## config.mk

```make
export PLATFORM = sky130hd
export DESIGN_NAME = data_bus_sink
export DESIGN_NICKNAME = d
export VERILOG_FILES = /design/src/rtl/data_bus_sink_pkg.sv /design/src/rtl/data_bus_sink_load_inc_reg.sv /design/src/rtl/data_bus_sink.sv
export SDC_FILE = /design/constraint.sdc
export NUM_CORES = 1
export LEC_CHECK = 0
export ABC_AREA = 1
export CELL_PAD_IN_SITES_DETAIL_PLACEMENT = 0
export CELL_PAD_IN_SITES_GLOBAL_PLACEMENT = 2
export CORE_UTILIZATION = 26
export CTS_CLUSTER_SIZE = 14
export DETAILED_ROUTE_END_ITERATION = 12
export GPL_TIMING_DRIVEN = 0
export PLACE_DENSITY_LB_ADDON = 0.08
export SLEW_MARGIN = 40
export SYNTH_ARGS = -nofsm -noshare
export SYNTH_HDL_FRONTEND = slang
export SYNTH_SLANG_ARGS = --single-unit
```

## constraint.sdc

```tcl
create_clock -name clk -period 1.7 [get_ports clk]
set_clock_uncertainty 0.15 [all_clocks]
set_input_delay 0.34 -clock clk [delete_from_list [all_inputs] [get_ports clk]]
set_output_delay 0.34 -clock clk [all_outputs]
set_load 0.1 [all_outputs]
```

## src/rtl/data_bus_sink_pkg.sv

```systemverilog
// Shared definitions for the data-bus write end and the bus mux:
// bus destination indices, default widths and the write-select legality check.
package data_bus_sink_pkg;

  localparam int REG_COUNT = 16;
  localparam int REG_WIDTH = 12;
  localparam int RF_ADDR_W = 4;

  localparam int BUS_AC = 0;
  localparam int BUS_PC = 1;
  localparam int BUS_AR = 2;
  localparam int BUS_IR = 3;
  localparam int BUS_RF = 4;
  localparam int BUS_DR = 15;

  typedef logic [REG_COUNT-1:0] write_en_t;

  localparam write_en_t LEGAL_MASK = write_en_t'((1 << BUS_AC) | (1 << BUS_PC) |
                                                 (1 << BUS_AR) | (1 << BUS_IR) |
                                                 (1 << BUS_RF) | (1 << BUS_DR));

  // Legal when no reserved bit is set and at most one bit is set (all-zero is a no-op).
  function automatic logic write_sel_legal(input write_en_t sel);
    write_en_t below;
    below = sel - write_en_t'(1);
    return ((sel & ~LEGAL_MASK) == '0) && ((sel & below) == '0);
  endfunction

endpackage

```

## src/rtl/data_bus_sink_load_inc_reg.sv

```systemverilog
// Architectural register with bus load, synchronous clear and increment.
// Priority: load > clear > increment; increment wraps modulo 2^width.
module load_inc_reg #(
  parameter int width = 12
) (
  input  logic             clk,
  input  logic             reset,
  input  logic             load_i,
  input  logic             clr_i,
  input  logic             inc_i,
  input  logic [width-1:0] d_i,
  output logic [width-1:0] q_o
);

  logic [width-1:0] val_q;
  logic [width-1:0] val_d;

  always_comb begin
    val_d = val_q;
    if (load_i) begin
      val_d = d_i;
    end else if (clr_i) begin
      val_d = '0;
    end else if (inc_i) begin
      val_d = val_q + width'(1);
    end
  end

  always_ff @(posedge clk or negedge reset) begin
    if (!reset) begin
      val_q <= '0;
    end else begin
      val_q <= val_d;
    end
  end

  assign q_o = val_q;

endmodule

```

## src/rtl/data_bus_sink.sv

```systemverilog
// Write end of the shared data bus: one-hot destination select into AC/PC/AR/IR/DR
// or the register-file write port, with PC/AR increment, AC clear and a sticky error flag.
module data_bus_sink
  import data_bus_sink_pkg::*;
#(
  parameter int Reg_count = REG_COUNT,
  parameter int reg_width = REG_WIDTH,
  parameter int RF_ADDR_W = data_bus_sink_pkg::RF_ADDR_W
) (
  input  logic                 clk,
  input  logic                 reset,
  input  logic [reg_width-1:0] datain,
  input  logic [Reg_count-1:0] write_en,
  input  logic [RF_ADDR_W-1:0] rf_sel,
  input  logic                 inc_pc,
  input  logic                 inc_ar,
  input  logic                 clr_ac,
  input  logic                 err_clr,
  output logic [reg_width-1:0] AC,
  output logic [reg_width-1:0] PC,
  output logic [reg_width-1:0] AR,
  output logic [reg_width-1:0] IR,
  output logic [reg_width-1:0] DR,
  output logic                 rf_we,
  output logic [RF_ADDR_W-1:0] rf_waddr,
  output logic [reg_width-1:0] rf_wdata,
  output logic                 wr_err
);

  logic legal;
  logic ld_ac, ld_pc, ld_ar, ld_ir, ld_rf, ld_dr;

  logic [reg_width-1:0] ir_q, ir_d;
  logic [reg_width-1:0] dr_q, dr_d;
  logic                 rf_we_q, rf_we_d;
  logic [RF_ADDR_W-1:0] rf_waddr_q, rf_waddr_d;
  logic [reg_width-1:0] rf_wdata_q, rf_wdata_d;
  logic                 wr_err_q, wr_err_d;

  // An illegal select gates every destination load; increments and clear are independent.
  assign legal = write_sel_legal(write_en_t'(write_en));
  assign ld_ac = legal & write_en[BUS_AC];
  assign ld_pc = legal & write_en[BUS_PC];
  assign ld_ar = legal & write_en[BUS_AR];
  assign ld_ir = legal & write_en[BUS_IR];
  assign ld_rf = legal & write_en[BUS_RF];
  assign ld_dr = legal & write_en[BUS_DR];

  load_inc_reg #(.width(reg_width)) u_ac (
    .clk    (clk),
    .reset  (reset),
    .load_i (ld_ac),
    .clr_i  (clr_ac),
    .inc_i  (1'b0),
    .d_i    (datain),
    .q_o    (AC)
  );

  load_inc_reg #(.width(reg_width)) u_pc (
    .clk    (clk),
    .reset  (reset),
    .load_i (ld_pc),
    .clr_i  (1'b0),
    .inc_i  (inc_pc),
    .d_i    (datain),
    .q_o    (PC)
  );

  load_inc_reg #(.width(reg_width)) u_ar (
    .clk    (clk),
    .reset  (reset),
    .load_i (ld_ar),
    .clr_i  (1'b0),
    .inc_i  (inc_ar),
    .d_i    (datain),
    .q_o    (AR)
  );

  always_comb begin
    ir_d       = ld_ir ? datain : ir_q;
    dr_d       = ld_dr ? datain : dr_q;
    rf_we_d    = ld_rf;
    rf_waddr_d = ld_rf ? rf_sel : rf_waddr_q;
    rf_wdata_d = ld_rf ? datain : rf_wdata_q;
    wr_err_d   = wr_err_q;
    if (!legal) begin
      wr_err_d = 1'b1;
    end else if (err_clr) begin
      wr_err_d = 1'b0;
    end
  end

  always_ff @(posedge clk or negedge reset) begin
    if (!reset) begin
      ir_q       <= '0;
      dr_q       <= '0;
      rf_we_q    <= 1'b0;
      rf_waddr_q <= '0;
      rf_wdata_q <= '0;
      wr_err_q   <= 1'b0;
    end else begin
      ir_q       <= ir_d;
      dr_q       <= dr_d;
      rf_we_q    <= rf_we_d;
      rf_waddr_q <= rf_waddr_d;
      rf_wdata_q <= rf_wdata_d;
      wr_err_q   <= wr_err_d;
    end
  end

  assign IR       = ir_q;
  assign DR       = dr_q;
  assign rf_we    = rf_we_q;
  assign rf_waddr = rf_waddr_q;
  assign rf_wdata = rf_wdata_q;
  assign wr_err   = wr_err_q;

endmodule

```

==> metrics.log, run 1 <==
[metrics] most common library cell in the layout ignoring fill and taps: nand2_1
[metrics] HPWL after detailed placement: 10.06 mm
[metrics] core area: 0.01475 mm^2
[metrics] clock latency at the later pin of the worst-skew pair: 0.34 ns
[metrics] CP max-delay cell: buf_2
[metrics] final number of hold-violating endpoints: 0
[metrics] most used cells in the layout excluding fill and tap cells: nand2_1, buf_2, nand3_1
[metrics] weighted congestion at the end of routability-driven global placement: 0.7526
[metrics] outcome: finished clean
[metrics] syn nets: 575
[metrics] total count of max-transition violations in the final report: 0
[metrics] length in cells of the worst reg-to-reg path: 9
[metrics] element type at the critical path end: primary output
[metrics] combined area of all synthesized cells: 0.004003 mm^2
[metrics] total gr overflow: 0
[metrics] number of ports placed on the die boundary: 116
[metrics] CTS clock-pin slew for the worst setup and hold paths: 0.06 ns
[metrics] Die Wd: 126.1 um
[metrics] DR WL/cell: 16.70 um
[metrics] total buffers and inverters traversed by the critical path: 1
[metrics] reg-to-reg startpoint: u_ar.q_o[0]
[metrics] clk buf depth: 2
[metrics] pre-CTS worst setup slack: -0.8111 ns
[metrics] delay-heaviest family, CP: buffers and inverters
[metrics] setup repair after global routing missed its margin: false
[metrics] total track usage: 18.48%
[metrics] clock root cell: clkbuf_16
[metrics] capturing instance or port of the critical path: PC[10]
[metrics] final worst-path setup slack: 0.03555 ns
[metrics] startpoint class of the critical path: flip-flop
[metrics] number of maximum-capacitance constraint violations: 0
[metrics] Yosys warnings: 0
[metrics] Setup CP Type: flip-flop to primary output
[metrics] source of the critical timing path: u_pc.q_o[10]
[metrics] Die Area: 0.01589 mm^2
[metrics] number of setup violations in the final report: 0
[metrics] critical-path maximum fanout: 5
[metrics] post-DR vias/cell: 4.790
[metrics] initial antenna violation count: 0
[metrics] Hold Worst Slack: 0.1656 ns
[metrics] via count: 4134
[metrics] Reg2Reg Setup Slack: 0.15 ns
[metrics] number of distinct library cells after synthesis: 25
[metrics] Max Clock Freq: 0.6008 GHz
[metrics] NumNets Final: 714
[metrics] Rel. slew slack: 65.54%
[metrics] cts bufs inserted: 9
[metrics] pin count of the biggest net entering global routing: 55
[metrics] number of buffers inserted by port buffering: 113
[metrics] worst IR drop on VDD: 0.7211 mV
[metrics] CTS tree: yes
[metrics] number of cells on the critical path: 1
[metrics] DR DRC count: 0
[metrics] class of the worst hold path: primary input to flip-flop
[metrics] diode insertion count for antenna repair: 0
[metrics] count of nets left with antenna violations after detail routing: 0
[metrics] Worst-Margin Slew: 0.5169 ns
[metrics] initial detailed-routing violation count: 246
[metrics] TritonCTS sink count: 78
[metrics] first-pass GRT wire length: 22.16 mm
[metrics] effective utilization at floorplan: 27.13%
[metrics] static leakage: 3.066 nW
[metrics] via count of the first global-routing pass: 3908
[metrics] ratio of cells with drive above 1 in the final layout: 26.80%
[metrics] Worst EP required: 1.21 ns
[metrics] Placed Cells: 833
[metrics] floorplan die height: 126.1 um
[metrics] Pre-antenna DRT Iters: 5
[metrics] PwrDens: 1088 mW/mm^2
[metrics] area growth from synthesis to final layout: 45.73%
[metrics] share of synthesized area occupied by flip-flops and latches: 48.77%
[metrics] final worst path period share: 97.91%
[metrics] mean post-synth cell area: 7.481 um^2
[metrics] number of inserted filler cells in the final layout: 1594
[metrics] Critical Path Max Stage Delay: 0.44 ns
[metrics] routed wire length: 14.42 mm
[metrics] count of mapped cells out of synthesis: 535
[metrics] htree depth: 3
[metrics] capture instance of the worst register-to-register path: u_ar.q_o[8]
[metrics] Cell Rows: 44
[metrics] number of flip-flops and latches in the synthesized netlist: 78
[metrics] final critical delay including setup and external delays: 1.664 ns
[metrics] filler-free cell count of the finished design: 863
[metrics] data arrival time at the worst-slack endpoint: 1.17 ns
[metrics] cells along the critical path: buf_2
[metrics] launch point of the worst hold path: write_en[0]
where the power goes:
part           total, W  internal (W)  switching [W]
Sequential      0.00229       0.00204       0.000253
Combinational   0.00192      0.000465        0.00145
Clock           0.00213       0.00129       0.000840
flip-flops by register name, summed over array words and instances, names as in the netlist:
signal / flops
wr_err: 1
rf_wdata: 12
IR: 12
u_pc.q_o: 12
u_ac.q_o: 12
DR: 12
u_ar.q_o: 12
rf_we: 1
rf_waddr: 4
layer usage:
metal  vias to the layer above  routed length (um)  global-route usage [%]
li1                       2037                   -                       -
met1                      1978                6621                   24.72
met2                       105                6822                   29.64
met3                        14                 761                   4.036
met4                         0                 210                   5.882
met5                         -                   0                       0
stage by stage:
stage / area (um^2) / setup TNS [ns] / utilization, % / total power (W)
2_1_floorplan: 4088 / -0.01530 / - / 0.003676
3_3_place_gp: 5449 / -322.13 / 36.93 / 0.004263
3_5_place_dp: 5087 / -56.01 / 34.48 / 0.004149
4_1_cts: 5806 / 0 / 39.35 / 0.006404
5_1_grt: 5833 / 0 / 39.54 / 0.006646
6_report: 5833 / 0 / 39.54 / 0.006346
area by class of cell:
type	count	area [um^2]	share of cell area, %
sequential	78	1992	34.15
multi-input combinational	391	1959	33.59
timing repair buffer	126	923.4	15.83
buffer	27	251.5	4.311
tap	184	230.2	3.947
clock buffer	9	225.2	3.861
inverter	41	153.9	2.638
clock inverter	7	97.59	1.673
worst reg2reg max path, stage by stage, from the launching register on:
cell,delay (ns)
dfrtp_4,0.51
ha_4,0.18
nand3_2,0.11
inv_1,0.07
nand2_1,0.08
nor2_1,0.04
o21ai_1,0.13
nand2_1,0.07
nand2_1,0.05
nand2_1,0.05
worst min-delay path by stage:
stage                        end  slack [ns]  depth (start not counted)
CTS                 u_ac.q_o[11]        0.27                          3
global placement           IR[0]        0.33                          2
floorplan                  DR[0]       -0.11                          0
global route         u_ac.q_o[0]        0.20                          3
detailed placement   u_ar.q_o[5]        0.08                          1
finish               u_ac.q_o[9]        0.17                          3
logic make-up (layout without fill, tap and decap cells):
| family | Yosys count | after routing | share of synthesized area, % |
|---|---|---|---|
| xor gates and xnor gates | 2 | 2 | 0.4377 |
| and+or+nand+nor | 311 | 313 | 33.70 |
| buffers and inverters | 68 | 210 | 6.846 |
| DFF | 78 | 78 | 48.77 |
| adders and majority gates | 2 | 2 | 0.6251 |
| AOI/OAI and AO/OA | 74 | 74 | 9.628 |
Yosys cell counts, drive strengths merged:
library cell,count,area [um^2]
a21oi,6,30.03
nand2,187,711.9
clkbuf,11,41.29
and2,1,6.260
nand3b,1,7.510
ha,2,25.02
o21a,3,22.52
inv,41,153.9
nor2,31,136.4
nor3,3,15.01
a21boi,1,7.510
buf,16,78.83
nand4,25,156.4
o21ai,62,310.3
dfrtp,78,1952
nand3,63,315.3
o21bai,2,15.01
xnor2,2,17.52
repair_timing:
item | in CTS | in global routing
hold endpoints to repair | 24 | 0
setup endpoints to repair | 93 | 78
gates resized for setup | 103 | 33
setup buffers | 6 | 0
gates cloned | 7 | 0
hold buffers | 1 | 0
pin swaps | 25 | 15
(Power assumes the default switching activity.)
==> run 2, diff against run 1 <==
- SKIP_CTS_REPAIR_TIMING: not set -> 1
==> metrics.log, run 2 (same netlist as run 1, synthesis figures left out) <==
[metrics] Worst-Margin Slew: 0.6150 ns
[metrics] area growth from synthesis to final layout: 44.89%
[metrics] CTS tree: yes
[metrics] final worst path period share: 97.66%
[metrics] first-pass GRT wire length: 21.38 mm
[metrics] core area: 0.01475 mm^2
[metrics] htree depth: 3
[metrics] initial detailed-routing violation count: 247
[metrics] pre-CTS worst setup slack: -0.8111 ns
[metrics] Die Area: 0.01589 mm^2
[metrics] Worst EP required: 1.21 ns
[metrics] total track usage: 17.73%
[metrics] data arrival time at the worst-slack endpoint: 1.17 ns
[metrics] pin count of the biggest net entering global routing: 55
[metrics] diode insertion count for antenna repair: 0
[metrics] count of nets left with antenna violations after detail routing: 0
[metrics] Pre-antenna DRT Iters: 4
[metrics] number of inserted filler cells in the final layout: 1612
[metrics] most used cells in the layout excluding fill and tap cells: nand2_1, buf_2, dfrtp_1
[metrics] Hold Worst Slack: 0.1540 ns
[metrics] Die Wd: 126.1 um
[metrics] number of maximum-capacitance constraint violations: 0
[metrics] post-DR vias/cell: 4.718
[metrics] cts bufs inserted: 9
[metrics] setup repair after global routing missed its margin: true
[metrics] final number of hold-violating endpoints: 0
[metrics] capturing instance or port of the critical path: AC[7]
[metrics] post-route standard cell area excluding fillers: 0.005799 mm^2
[metrics] Setup CP Type: flip-flop to primary output
[metrics] floorplan die height: 126.1 um
[metrics] most common library cell in the layout ignoring fill and taps: nand2_1
[metrics] capture instance of the worst register-to-register path: u_ar.q_o[8]
[metrics] CTS clock-pin slew for the worst setup and hold paths: 0.06 ns
[metrics] total gr overflow: 0
[metrics] worst IR drop on VDD: 0.7125 mV
[metrics] ratio of cells with drive above 1 in the final layout: 28.02%
[metrics] cells along the critical path: buf_2
[metrics] Rel. slew slack: 59.00%
[metrics] Max Clock Freq: 0.6023 GHz
[metrics] number of buffers inserted by port buffering: 113
[metrics] startpoint class of the critical path: flip-flop
[metrics] HPWL after detailed placement: 10.06 mm
[metrics] critical-path maximum fanout: 2
[metrics] NumNets Final: 713
[metrics] DR DRC count: 0
[metrics] clock latency at the later pin of the worst-skew pair: 0.34 ns
[metrics] total buffers and inverters traversed by the critical path: 1
[metrics] class of the worst hold path: primary input to flip-flop
[metrics] area of placed instances: 0.005087 mm^2
[metrics] final critical delay including setup and external delays: 1.660 ns
[metrics] delay-heaviest family, CP: buffers and inverters
[metrics] element type at the critical path end: primary output
[metrics] via count: 4067
[metrics] TritonCTS sink count: 78
[metrics] reg-to-reg startpoint: u_ar.q_o[0]
[metrics] number of ports placed on the die boundary: 116
[metrics] outcome: finished clean
[metrics] weighted congestion at the end of routability-driven global placement: 0.7526
[metrics] clock root cell: clkbuf_16
[metrics] total count of max-transition violations in the final report: 0
[metrics] number of setup violations in the final report: 0
[metrics] Reg2Reg Setup Slack: 0.15 ns
[metrics] via count of the first global-routing pass: 3786
[metrics] Sum Neg Setup Slack: 0 ns
[metrics] static leakage: 3.080 nW
[metrics] DR WL/cell: 16.51 um
[metrics] CP max-delay cell: buf_2
[metrics] launch point of the worst hold path: write_en[0]
[metrics] length in cells of the worst reg-to-reg path: 9
[metrics] final worst-path setup slack: 0.03979 ns
[metrics] Cell Rows: 44
[metrics] PwrDens: 1092 mW/mm^2
[metrics] initial antenna violation count: 0
[metrics] clk buf depth: 2
[metrics] Critical Path Max Stage Delay: 0.44 ns
[metrics] routed wire length: 14.23 mm
[metrics] effective utilization at floorplan: 27.13%
[metrics] number of cells on the critical path: 1
[metrics] source of the critical timing path: u_ac.q_o[7]
==> run 2: report_power, final <==
part | internal [W] | switching [W] | total, W
logic | 0.000453 | 0.00145 | 0.00190
registers | 0.00204 | 0.000250 | 0.00229
clock network | 0.00129 | 0.000844 | 0.00214
total | 0.00379 | 0.00255 | 0.00633
==> run 2: metal layers <==
layer	vias up	GRT usage [%]	wire length, um
met2	104	28.08	6566
met3	14	4.121	770
met1	1926	23.92	6692
met5	-	0	0
li1	2023	-	-
met4	0	5.457	203
==> run 2: worst min-delay path by stage <==
| stage | endpoint | cells after the start |
|---|---|---|
| 2_1_floorplan | DR[0] | 0 |
| 4_1_cts | u_ar.q_o[5] | 1 |
| 6_report | u_ac.q_o[11] | 3 |
| 3_3_place_gp | IR[0] | 2 |
| 5_1_grt | u_ac.q_o[0] | 3 |
| 3_5_place_dp | u_ar.q_o[5] | 1 |
==> run 2: stage by stage <==
step	utilization [%]	power, W	cells
floorplan	-	0.003676	535
global placement	36.93	0.004263	832
detailed placement	34.48	0.004149	833
CTS	36.67	0.006319	849
global route	39.31	0.006628	862
finish	39.31	0.006332	862
==> run 2: layout make-up <==
type,count,area (um^2),area share [%]
well taps,184,230.2,3.970
repair buffers,128,975.9,16.83
flip-flops and latches,78,1992,34.35
multi-input cells,389,1934,33.36
plain buffers,26,190.2,3.279
clock inverters,7,97.59,1.683
clock buffers,9,225.2,3.883
inverters,41,153.9,2.654
